<file path="config.mk">
export PLATFORM = sky130hd
export DESIGN_NAME = cim_mem_scheduler
export DESIGN_NICKNAME = d
export VERILOG_FILES = /design/src/rtl/cim_sched_pkg.sv /design/src/rtl/cim_mem_scheduler_lane.sv /design/src/rtl/cim_mem_scheduler.sv
export SDC_FILE = /design/constraint.sdc
export NUM_CORES = 1
export LEC_CHECK = 0
export BUFFER_PORTS_ARGS = -buffer_cell sky130_fd_sc_hd__buf_2
export CAP_MARGIN = 20
export CORE_ASPECT_RATIO = 0.6
export CORE_UTILIZATION = 56
export DETAILED_ROUTE_END_ITERATION = 8
export PLACE_DENSITY = 0.85
export SYNTH_ARGS = -nofsm -noshare
export SYNTH_HDL_FRONTEND = slang
export SYNTH_SLANG_ARGS = --single-unit
</file>
<file path="constraint.sdc">
create_clock -name clk -period 5.2 [get_ports clk]
set_input_delay 0 -clock clk [delete_from_list [all_inputs] [get_ports clk]]
set_output_delay 0 -clock clk [all_outputs]
set_load 0.05 [all_outputs]
</file>
<file path="src/rtl/cim_sched_pkg.sv">
// Shared types and constants for the CIM output-memory scheduler.
//   lane_state_e : per-lane read-modify-write sequence
//   scan_state_e : off-chip scan port access sequence
//   SCAN_*       : scan_mode_i encodings (2'b11 is reserved and treated as a nop)
package cim_sched_pkg;

    localparam int NUM_LANES = 2;

    localparam logic [1:0] SCAN_NOP = 2'b00;
    localparam logic [1:0] SCAN_WR  = 2'b01;
    localparam logic [1:0] SCAN_RD  = 2'b10;

    typedef enum logic [1:0] {
        IDLE,
        READ,
        WAIT,
        WB
    } lane_state_e;

    typedef enum logic [2:0] {
        S_IDLE,
        S_DRAIN,
        S_WR,
        S_RD,
        S_RWAIT,
        S_ACK
    } scan_state_e;

endpackage

</file>
<file path="src/rtl/cim_mem_scheduler_lane.sv">
// One read-modify-write accumulation lane.
// Sequence: IDLE -> READ (rd_en) -> WAIT (RD_LAT-1 cycles) -> WB (wr_en, dvalid) -> IDLE.
// Ports:
//   clk, rst_n       clock, asynchronous active-low reset
//   accept           request handshake completed this cycle (only honoured in IDLE)
//   addr_in, od_in   request address / output-depth tag
//   idle             lane is in IDLE
//   addr, od         latched request address / tag
//   rd_en            memory read strobe (READ cycle)
//   wr_en, dvalid    write-back strobe and CIM data-valid (WB cycle)
module cim_lane_fsm
    import cim_sched_pkg::*;
#(
    parameter int ADDR_W = 8,
    parameter int OD_W   = 8,
    parameter int RD_LAT = 2
) (
    input  logic              clk,
    input  logic              rst_n,
    input  logic              accept,
    input  logic [ADDR_W-1:0] addr_in,
    input  logic [OD_W-1:0]   od_in,
    output logic              idle,
    output logic [ADDR_W-1:0] addr,
    output logic [OD_W-1:0]   od,
    output logic              rd_en,
    output logic              wr_en,
    output logic              dvalid
);

    // WAIT lasts RD_LAT-1 cycles; the counter is loaded on the READ->WAIT step.
    localparam logic [3:0] WAIT_INIT = (RD_LAT > 1) ? 4'(RD_LAT - 2) : 4'd0;

    lane_state_e state;
    logic [3:0]  wait_cnt;

    // NOTE: state and registered outputs use non-blocking assignments so every
    // flop samples the pre-edge values, independent of statement order.
    always_ff @(posedge clk or negedge rst_n) begin
        if (!rst_n) begin
            state    <= IDLE;
            wait_cnt <= '0;
            addr     <= '0;
            od       <= '0;
            rd_en    <= 1'b0;
            wr_en    <= 1'b0;
            dvalid   <= 1'b0;
        end else begin
            // Strobes are single-cycle pulses unless re-asserted below.
            rd_en  <= 1'b0;
            wr_en  <= 1'b0;
            dvalid <= 1'b0;
            case (state)
                IDLE: begin
                    if (accept) begin
                        state <= READ;
                        addr  <= addr_in;
                        od    <= od_in;
                        rd_en <= 1'b1;
                    end
                end
                READ: begin
                    if (RD_LAT == 1) begin
                        state  <= WB;
                        wr_en  <= 1'b1;
                        dvalid <= 1'b1;
                    end else begin
                        state    <= WAIT;
                        wait_cnt <= WAIT_INIT;
                    end
                end
                WAIT: begin
                    if (wait_cnt == 4'd0) begin
                        state  <= WB;
                        wr_en  <= 1'b1;
                        dvalid <= 1'b1;
                    end else begin
                        wait_cnt <= wait_cnt - 4'd1;
                    end
                end
                WB:      state <= IDLE;
                default: state <= IDLE;
            endcase
        end
    end

    assign idle = (state == IDLE);

endmodule

</file>
<file path="src/rtl/cim_mem_scheduler.sv">
// Output-tile memory scheduler for two CIM accumulation lanes plus the scan port.
// Lane k (bit k) runs read -> CIM -> write-back on the shared memory; same-address
// requests across lanes are serialised, and scan accesses wait for both lanes to drain.
// Ports:
//   pe_valid_i/pe_ready_o/pe_addr_i/pe_od_i   per-lane PE request handshake
//   mem_rd_en_o/mem_rd_addr_o                 per-lane memory read
//   mem_wr_en_o/mem_wr_addr_o/mem_dvalid_o    per-lane write-back and CIM data-valid
//   cim_od_o                                  latched od tag per lane
//   scan_req_i/scan_mode_i/scan_addr_i        scan request (held until scan_ack_o)
//   scan_ack_o/scan_rdata_valid_o             completion pulse / read data valid
//   scan_wr_en_o/scan_rd_en_o/scan_addr_o     scan memory strobes and address
//   busy_o                                    any lane or the scan FSM active
//   stall_cnt_o                               saturating count of hazard refusals
module cim_mem_scheduler
    import cim_sched_pkg::*;
#(
    parameter int ADDR_W  = 8,
    parameter int OD_W    = 8,
    parameter int RD_LAT  = 2,
    parameter int STALL_W = 16
) (
    input  logic                        clk,
    input  logic                        rst_n,
    input  logic [NUM_LANES-1:0]        pe_valid_i,
    output logic [NUM_LANES-1:0]        pe_ready_o,
    input  logic [NUM_LANES*ADDR_W-1:0] pe_addr_i,
    input  logic [NUM_LANES*OD_W-1:0]   pe_od_i,
    output logic [NUM_LANES-1:0]        mem_rd_en_o,
    output logic [NUM_LANES*ADDR_W-1:0] mem_rd_addr_o,
    output logic [NUM_LANES-1:0]        mem_wr_en_o,
    output logic [NUM_LANES*ADDR_W-1:0] mem_wr_addr_o,
    output logic [NUM_LANES-1:0]        mem_dvalid_o,
    output logic [NUM_LANES*OD_W-1:0]   cim_od_o,
    input  logic                        scan_req_i,
    input  logic [1:0]                  scan_mode_i,
    input  logic [ADDR_W-1:0]           scan_addr_i,
    output logic                        scan_ack_o,
    output logic                        scan_wr_en_o,
    output logic                        scan_rd_en_o,
    output logic [ADDR_W-1:0]           scan_addr_o,
    output logic                        scan_rdata_valid_o,
    output logic                        busy_o,
    output logic [STALL_W-1:0]          stall_cnt_o
);

    // S_RWAIT lasts RD_LAT cycles after the S_RD strobe.
    localparam logic [3:0] RWAIT_INIT = 4'(RD_LAT - 1);

    logic [NUM_LANES-1:0] lane_idle;
    logic [NUM_LANES-1:0] accept;
    logic [NUM_LANES-1:0] hazard;
    logic [NUM_LANES-1:0] tie_loss;
    logic [NUM_LANES-1:0] stall_evt;
    logic [ADDR_W-1:0]    lane_addr [NUM_LANES];

    scan_state_e scan_state;
    logic [1:0]  scan_mode;
    logic [3:0]  rwait_cnt;
    logic        scan_idle;
    logic        tie;
    logic        rr_ptr;        // 0: lane 1 wins the next tie, 1: lane 2

    // ------------------------------------------------------------------
    // Lanes
    // ------------------------------------------------------------------
    for (genvar k = 0; k < NUM_LANES; k++) begin : g_lane
        cim_lane_fsm #(
            .ADDR_W (ADDR_W),
            .OD_W   (OD_W),
            .RD_LAT (RD_LAT)
        ) u_lane (
            .clk     (clk),
            .rst_n   (rst_n),
            .accept  (accept[k]),
            .addr_in (pe_addr_i[k*ADDR_W +: ADDR_W]),
            .od_in   (pe_od_i[k*OD_W +: OD_W]),
            .idle    (lane_idle[k]),
            .addr    (lane_addr[k]),
            .od      (cim_od_o[k*OD_W +: OD_W]),
            .rd_en   (mem_rd_en_o[k]),
            .wr_en   (mem_wr_en_o[k]),
            .dvalid  (mem_dvalid_o[k])
        );

        // The CIM is combinational, so read and write-back use the same address.
        assign mem_rd_addr_o[k*ADDR_W +: ADDR_W] = lane_addr[k];
        assign mem_wr_addr_o[k*ADDR_W +: ADDR_W] = lane_addr[k];
    end

    // ------------------------------------------------------------------
    // Arbitration and hazard blocking
    // ------------------------------------------------------------------
    assign scan_idle = (scan_state == S_IDLE);

    // Both lanes free and asking for the same tile: only one may go.
    assign tie = &lane_idle & &pe_valid_i &
                 (pe_addr_i[0 +: ADDR_W] == pe_addr_i[ADDR_W +: ADDR_W]);

    // NOTE: every signal driven here gets a default before the loop so no
    // path leaves it unassigned, which would otherwise infer a latch.
    always_comb begin
        hazard     = '0;
        tie_loss   = '0;
        pe_ready_o = '0;
        for (int k = 0; k < NUM_LANES; k++) begin
            hazard[k]     = !lane_idle[1-k] &&
                            (lane_addr[1-k] == pe_addr_i[k*ADDR_W +: ADDR_W]);
            tie_loss[k]   = tie && (rr_ptr != 1'(k));
            // scan_req_i blocks in the same cycle so a rising request always wins.
            pe_ready_o[k] = lane_idle[k] && scan_idle && !scan_req_i &&
                            !hazard[k] && !tie_loss[k];
        end
    end

    assign accept    = pe_valid_i & pe_ready_o;
    assign stall_evt = pe_valid_i & (hazard | tie_loss);

    // The pointer only moves when a tie is actually granted, handing the next
    // tie to the lane that just lost.
    always_ff @(posedge clk or negedge rst_n) begin
        if (!rst_n) begin
            rr_ptr <= 1'b0;
        end else if (tie && accept[rr_ptr]) begin
            rr_ptr <= ~rr_ptr;
        end
    end

    // ------------------------------------------------------------------
    // Stall counter: up to +2 per cycle, saturating at all-ones
    // ------------------------------------------------------------------
    logic [1:0]       stall_inc;
    logic [STALL_W:0] stall_sum;

    assign stall_inc = {1'b0, stall_evt[0]} + {1'b0, stall_evt[1]};
    assign stall_sum = {1'b0, stall_cnt_o} + (STALL_W+1)'(stall_inc);

    always_ff @(posedge clk or negedge rst_n) begin
        if (!rst_n) begin
            stall_cnt_o <= '0;
        end else if (stall_sum[STALL_W]) begin
            stall_cnt_o <= '1;
        end else begin
            stall_cnt_o <= stall_sum[STALL_W-1:0];
        end
    end

    // ------------------------------------------------------------------
    // Scan FSM: drain lanes, perform one access, acknowledge
    // ------------------------------------------------------------------
    always_ff @(posedge clk or negedge rst_n) begin
        if (!rst_n) begin
            scan_state         <= S_IDLE;
            scan_mode          <= SCAN_NOP;
            scan_addr_o        <= '0;
            rwait_cnt          <= '0;
            scan_wr_en_o       <= 1'b0;
            scan_rd_en_o       <= 1'b0;
            scan_ack_o         <= 1'b0;
            scan_rdata_valid_o <= 1'b0;
        end else begin
            scan_wr_en_o       <= 1'b0;
            scan_rd_en_o       <= 1'b0;
            scan_ack_o         <= 1'b0;
            scan_rdata_valid_o <= 1'b0;
            case (scan_state)
                S_IDLE: begin
                    if (scan_req_i) begin
                        scan_state  <= S_DRAIN;
                        scan_mode   <= scan_mode_i;
                        scan_addr_o <= scan_addr_i;
                    end
                end
                S_DRAIN: begin
                    if (&lane_idle) begin
                        case (scan_mode)
                            SCAN_WR: begin
                                scan_state   <= S_WR;
                                scan_wr_en_o <= 1'b1;
                            end
                            SCAN_RD: begin
                                scan_state   <= S_RD;
                                scan_rd_en_o <= 1'b1;
                            end
                            default: begin   // nop and reserved mode
                                scan_state <= S_ACK;
                                scan_ack_o <= 1'b1;
                            end
                        endcase
                    end
                end
                S_WR: begin
                    scan_state <= S_ACK;
                    scan_ack_o <= 1'b1;
                end
                S_RD: begin
                    scan_state <= S_RWAIT;
                    rwait_cnt  <= RWAIT_INIT;
                end
                S_RWAIT: begin
                    if (rwait_cnt == 4'd0) begin
                        scan_state         <= S_ACK;
                        scan_ack_o         <= 1'b1;
                        scan_rdata_valid_o <= 1'b1;
                    end else begin
                        rwait_cnt <= rwait_cnt - 4'd1;
                    end
                end
                S_ACK:   scan_state <= S_IDLE;
                default: scan_state <= S_IDLE;
            endcase
        end
    end

    assign busy_o = !(&lane_idle) || !scan_idle;

endmodule
</file>
==> reports/qor.txt <==
Hold WS: 78.5 ps
Reg-to-reg endpoint: stall_cnt_o[7]
Syn Inst Count: 411
Hold Fails Final Rpt: 0
DRT antenna net count: 0
Tcrit/Tclk final: 82.9%
CTS tree: done
Sinks on Clock Net: 86
Routed wire length per instance: 16.6 microns
CTS buffer count: 9
Max H-tree Level: 3
Mux share of post-synthesis cell area: 11.9%
R2R depth: 14
Setup violators final: 0
# diodes: 0
Critical Path Sink: stall_cnt_o[7]
Tmin final: 4310 ps
Die Span Y: 72.3 microns
Worst-Margin Slew: 870 ps
XOR/XNOR share of the synthesized area: 6.08%
Vias per inst: 5.51
CP Launch Type: flop
CP max stage cell: or4_4
Drt first-iter violations: 304
Port bufs: 131
Die area: 0.00861 sq mm
Crit path from: g_lane[1].u_lane.state[0]
Pwr per Cell Area: 617 mW/mm^2
Reg2reg setup slack: 890 ps
Top post-synthesis cells by area: dfrtp_1 47%, mux2_2 6.1%, mux2_4 5.5%, xor2_1 4.2%, ha_1 4.1%
Core Region: 0.00791 sq mm
Cell taking the most area after synthesis: dfrtp_1
WS Path Type: reg2reg
Overflow after GRT: 0
Adder-Cell Fraction of Synth Area: 4.51%
Area growth, synth to finish: 29.4%
Post CTS Setup Buffer Count: 0
Syn nets: 474
Hold_buf cts: 44
CP max stage delay: 540 ps
Synth Area in Compound Gates: 8.37%
Synthesized flop and latch total: 86
Min-delay worst type: in2reg
Post-CTS sizing: 0
Ys async rst share: 100%
CTS root buf: clkbuf_16
Data arrival, critical path: 4560 ps
Reg2reg start: g_lane[1].u_lane.state[0]
Vias in the first global route: 3644
Clock skew: 5.89 ps
Remaining DRCs: 0
Synth Area per Inst: 11.2 sq um
FMAX: 232 MHz
Most frequent cell after synthesis: dfrtp_1
Peak supply drop: 0.428 mV
Critical-path cell list: inv_1 > ha_1 > nand2_2 > or4_4 > nor4_1 > o21ai_0 > fa_1 > inv_1 > ha_1 > nand3_1 > nor2_1 > and2_1 > nand4_1 > o21ai_0
Initial Util: 58.2%
Drt pass-1 iters: 5
CP Max Fanout: 13
WP data required: 5450 ps
Max-slew violation count: 0
Post-synth EDFFs: 0
Max Cap Viol: 0
Via count: 3727
Final nets: 628
Final setup TNS: 0 ps
Synth warn: 0
Largest net degree at the start of global routing: 60
GPL Wtd Cong: 0.966
Area share of the largest cell type after synthesis: 46.7%
Status: completed
First-pass GRT wire length: 18000 microns
Hold_sp: pe_valid_i[0]
Worst slew margin: 41.7%
Commonest register cell after synthesis: dfrtp_1
Register area share after synthesis: 46.7%
Clock Path Buffers: 2
Distinct cells, synth: 56
Row count: 25
FILL cells: 492
GRT Total Usage: 27.7%
Die Span X: 119 microns
Initial antenna violation count: 0
Worst Setup End Kind: flop
Post-Synth Simple-Gate Area: 15.2%
Syn Std Cell Area: 0.00461 sq mm
RSZ-0062 raised after global routing: no
Main combinational cell family by area after synthesis: simple AND/OR/NAND/NOR gates
Most frequent cells after synthesis: 86 x dfrtp_1, 36 x nand2_1, 25 x mux2_2, 23 x buf_4, 22 x xor2_1
Leak: 3.07 nW
Fraction of layout cells with a size suffix above 1: 35.2%
Clk pin slew, worst setup/hold paths: 60 ps
DP HPWL: 7500 microns
WL final: 11200 microns
Clock latency on the worst-skew pair: 340 ps
I/O Pins: 132
where the power goes:
group          internal, mW  total (mW)  switching, mW
clock                 0.526       0.777          0.252
sequential            0.881        1.07          0.190
combinational         0.542        1.83           1.29
total                  1.95        3.68           1.73
cell families after synthesis:
family | count (synthesis)
buffers and inverters | 53
adder cells (fa/ha/maj) | 16
XOR/XNOR | 32
multiplexers | 43
AND/OR/NAND/NOR | 126
AO/OA/AOI/OAI | 55
flip-flops | 86
worst min path at each step:
stage	endpoint	cells after the start
final	g_lane[0].u_lane.state[0]	3
after global placement	g_lane[0].u_lane.od[3]	1
after CTS	g_lane[0].u_lane.state[0]	3
after detailed placement	g_lane[1].u_lane.od[5]	1
after floorplan	g_lane[0].u_lane.addr[0]	0
after global routing	g_lane[0].u_lane.state[0]	3
cells in the final DEF, fill, tap and decap left out, drive strengths merged, types with 2 or more instances in the layout:
| cell | Yosys | routed |
|---|---|---|
| and2 | 5 | 5 |
| nor2b | 14 | 14 |
| or4 | 5 | 5 |
| or3 | 2 | 2 |
| dlygate4sd3 | 0 | 44 |
| mux2 | 42 | 42 |
| ha | 15 | 15 |
| inv | 19 | 19 |
| o21ai | 20 | 20 |
| nor2 | 14 | 14 |
| xnor2 | 10 | 10 |
| nor3 | 6 | 6 |
| dfrtp | 86 | 86 |
| bufinv | 0 | 4 |
| nor3b | 3 | 3 |
| o32ai | 2 | 2 |
| nand2 | 37 | 37 |
| nand4 | 5 | 5 |
| o211ai | 2 | 2 |
| o31ai | 5 | 5 |
| nand2b | 7 | 7 |
| clkbuf | 7 | 11 |
| nand3 | 5 | 5 |
| and3 | 5 | 5 |
| a21o | 2 | 2 |
| o21a | 3 | 3 |
| a21oi | 5 | 5 |
| a31oi | 6 | 6 |
| nand4b | 2 | 2 |
| nor4b | 2 | 2 |
| buf | 27 | 132 |
| nor4 | 6 | 6 |
| a41oi | 2 | 2 |
| xor2 | 22 | 22 |
metrics by stage:
stage               cell area [sq um]  worst slack, ps  cells  util, %  power, mW
global placement                 5150             1280    617     65.1       2.80
floorplan                        4610             1590    411        -       2.54
global route                     5960              614    676     75.3       3.84
detailed placement               5150              944    617     65.1       2.85
CTS                              5950              943    675     75.2       3.66
finish                           5960              889    676     75.3       3.68
metal layers:
metal | wire length, microns | vias to the layer above | GRT usage [%] | share of wire [%]
met2 | 5240 | 186 | 44.8 | 47
met4 | 231 | 0 | 12.1 | 2.1
met1 | 4750 | 1798 | 34.7 | 42
met3 | 982 | 24 | 8.57 | 8.8
met5 | 0 | - | 0 | 0
li1 | - | 1719 | - | -
area by class of cell:
class | instances | area (sq um) | area share, %
flip-flops and latches | 86 | 2150 | 36.1
multi-input cells | 272 | 2130 | 35.7
repair buffers | 177 | 1110 | 18.7
clock buffers | 10 | 239 | 4.01
well taps | 108 | 135 | 2.27
clock inverters | 4 | 120 | 2.02
inverters | 19 | 71.3 | 1.20
registers in the layout, indices dropped and copies added, names as in the netlist:
register	count
g_lane.u_lane.wr_en	2
rr_ptr	1
g_lane.u_lane.state	4
rwait_cnt	4
scan_state	3
scan_ack_o	1
g_lane.u_lane.addr	16
g_lane.u_lane.od	16
g_lane.u_lane.wait_cnt	8
scan_addr_o	8
scan_rd_en_o	1
g_lane.u_lane.rd_en	2
stall_cnt_o	16
scan_mode	2
scan_rdata_valid_o	1
scan_wr_en_o	1
worst max-delay path, delay by kind of cell, from the launching register on:
kind	cells	cell delay, ps
AND/OR/NAND/NOR	7	2200
adder cells (fa/ha/maj)	3	1000
AO/OA/AOI/OAI	2	420
flip-flops	1	380
buffers and inverters	2	220
(Power assumes the default switching activity.)
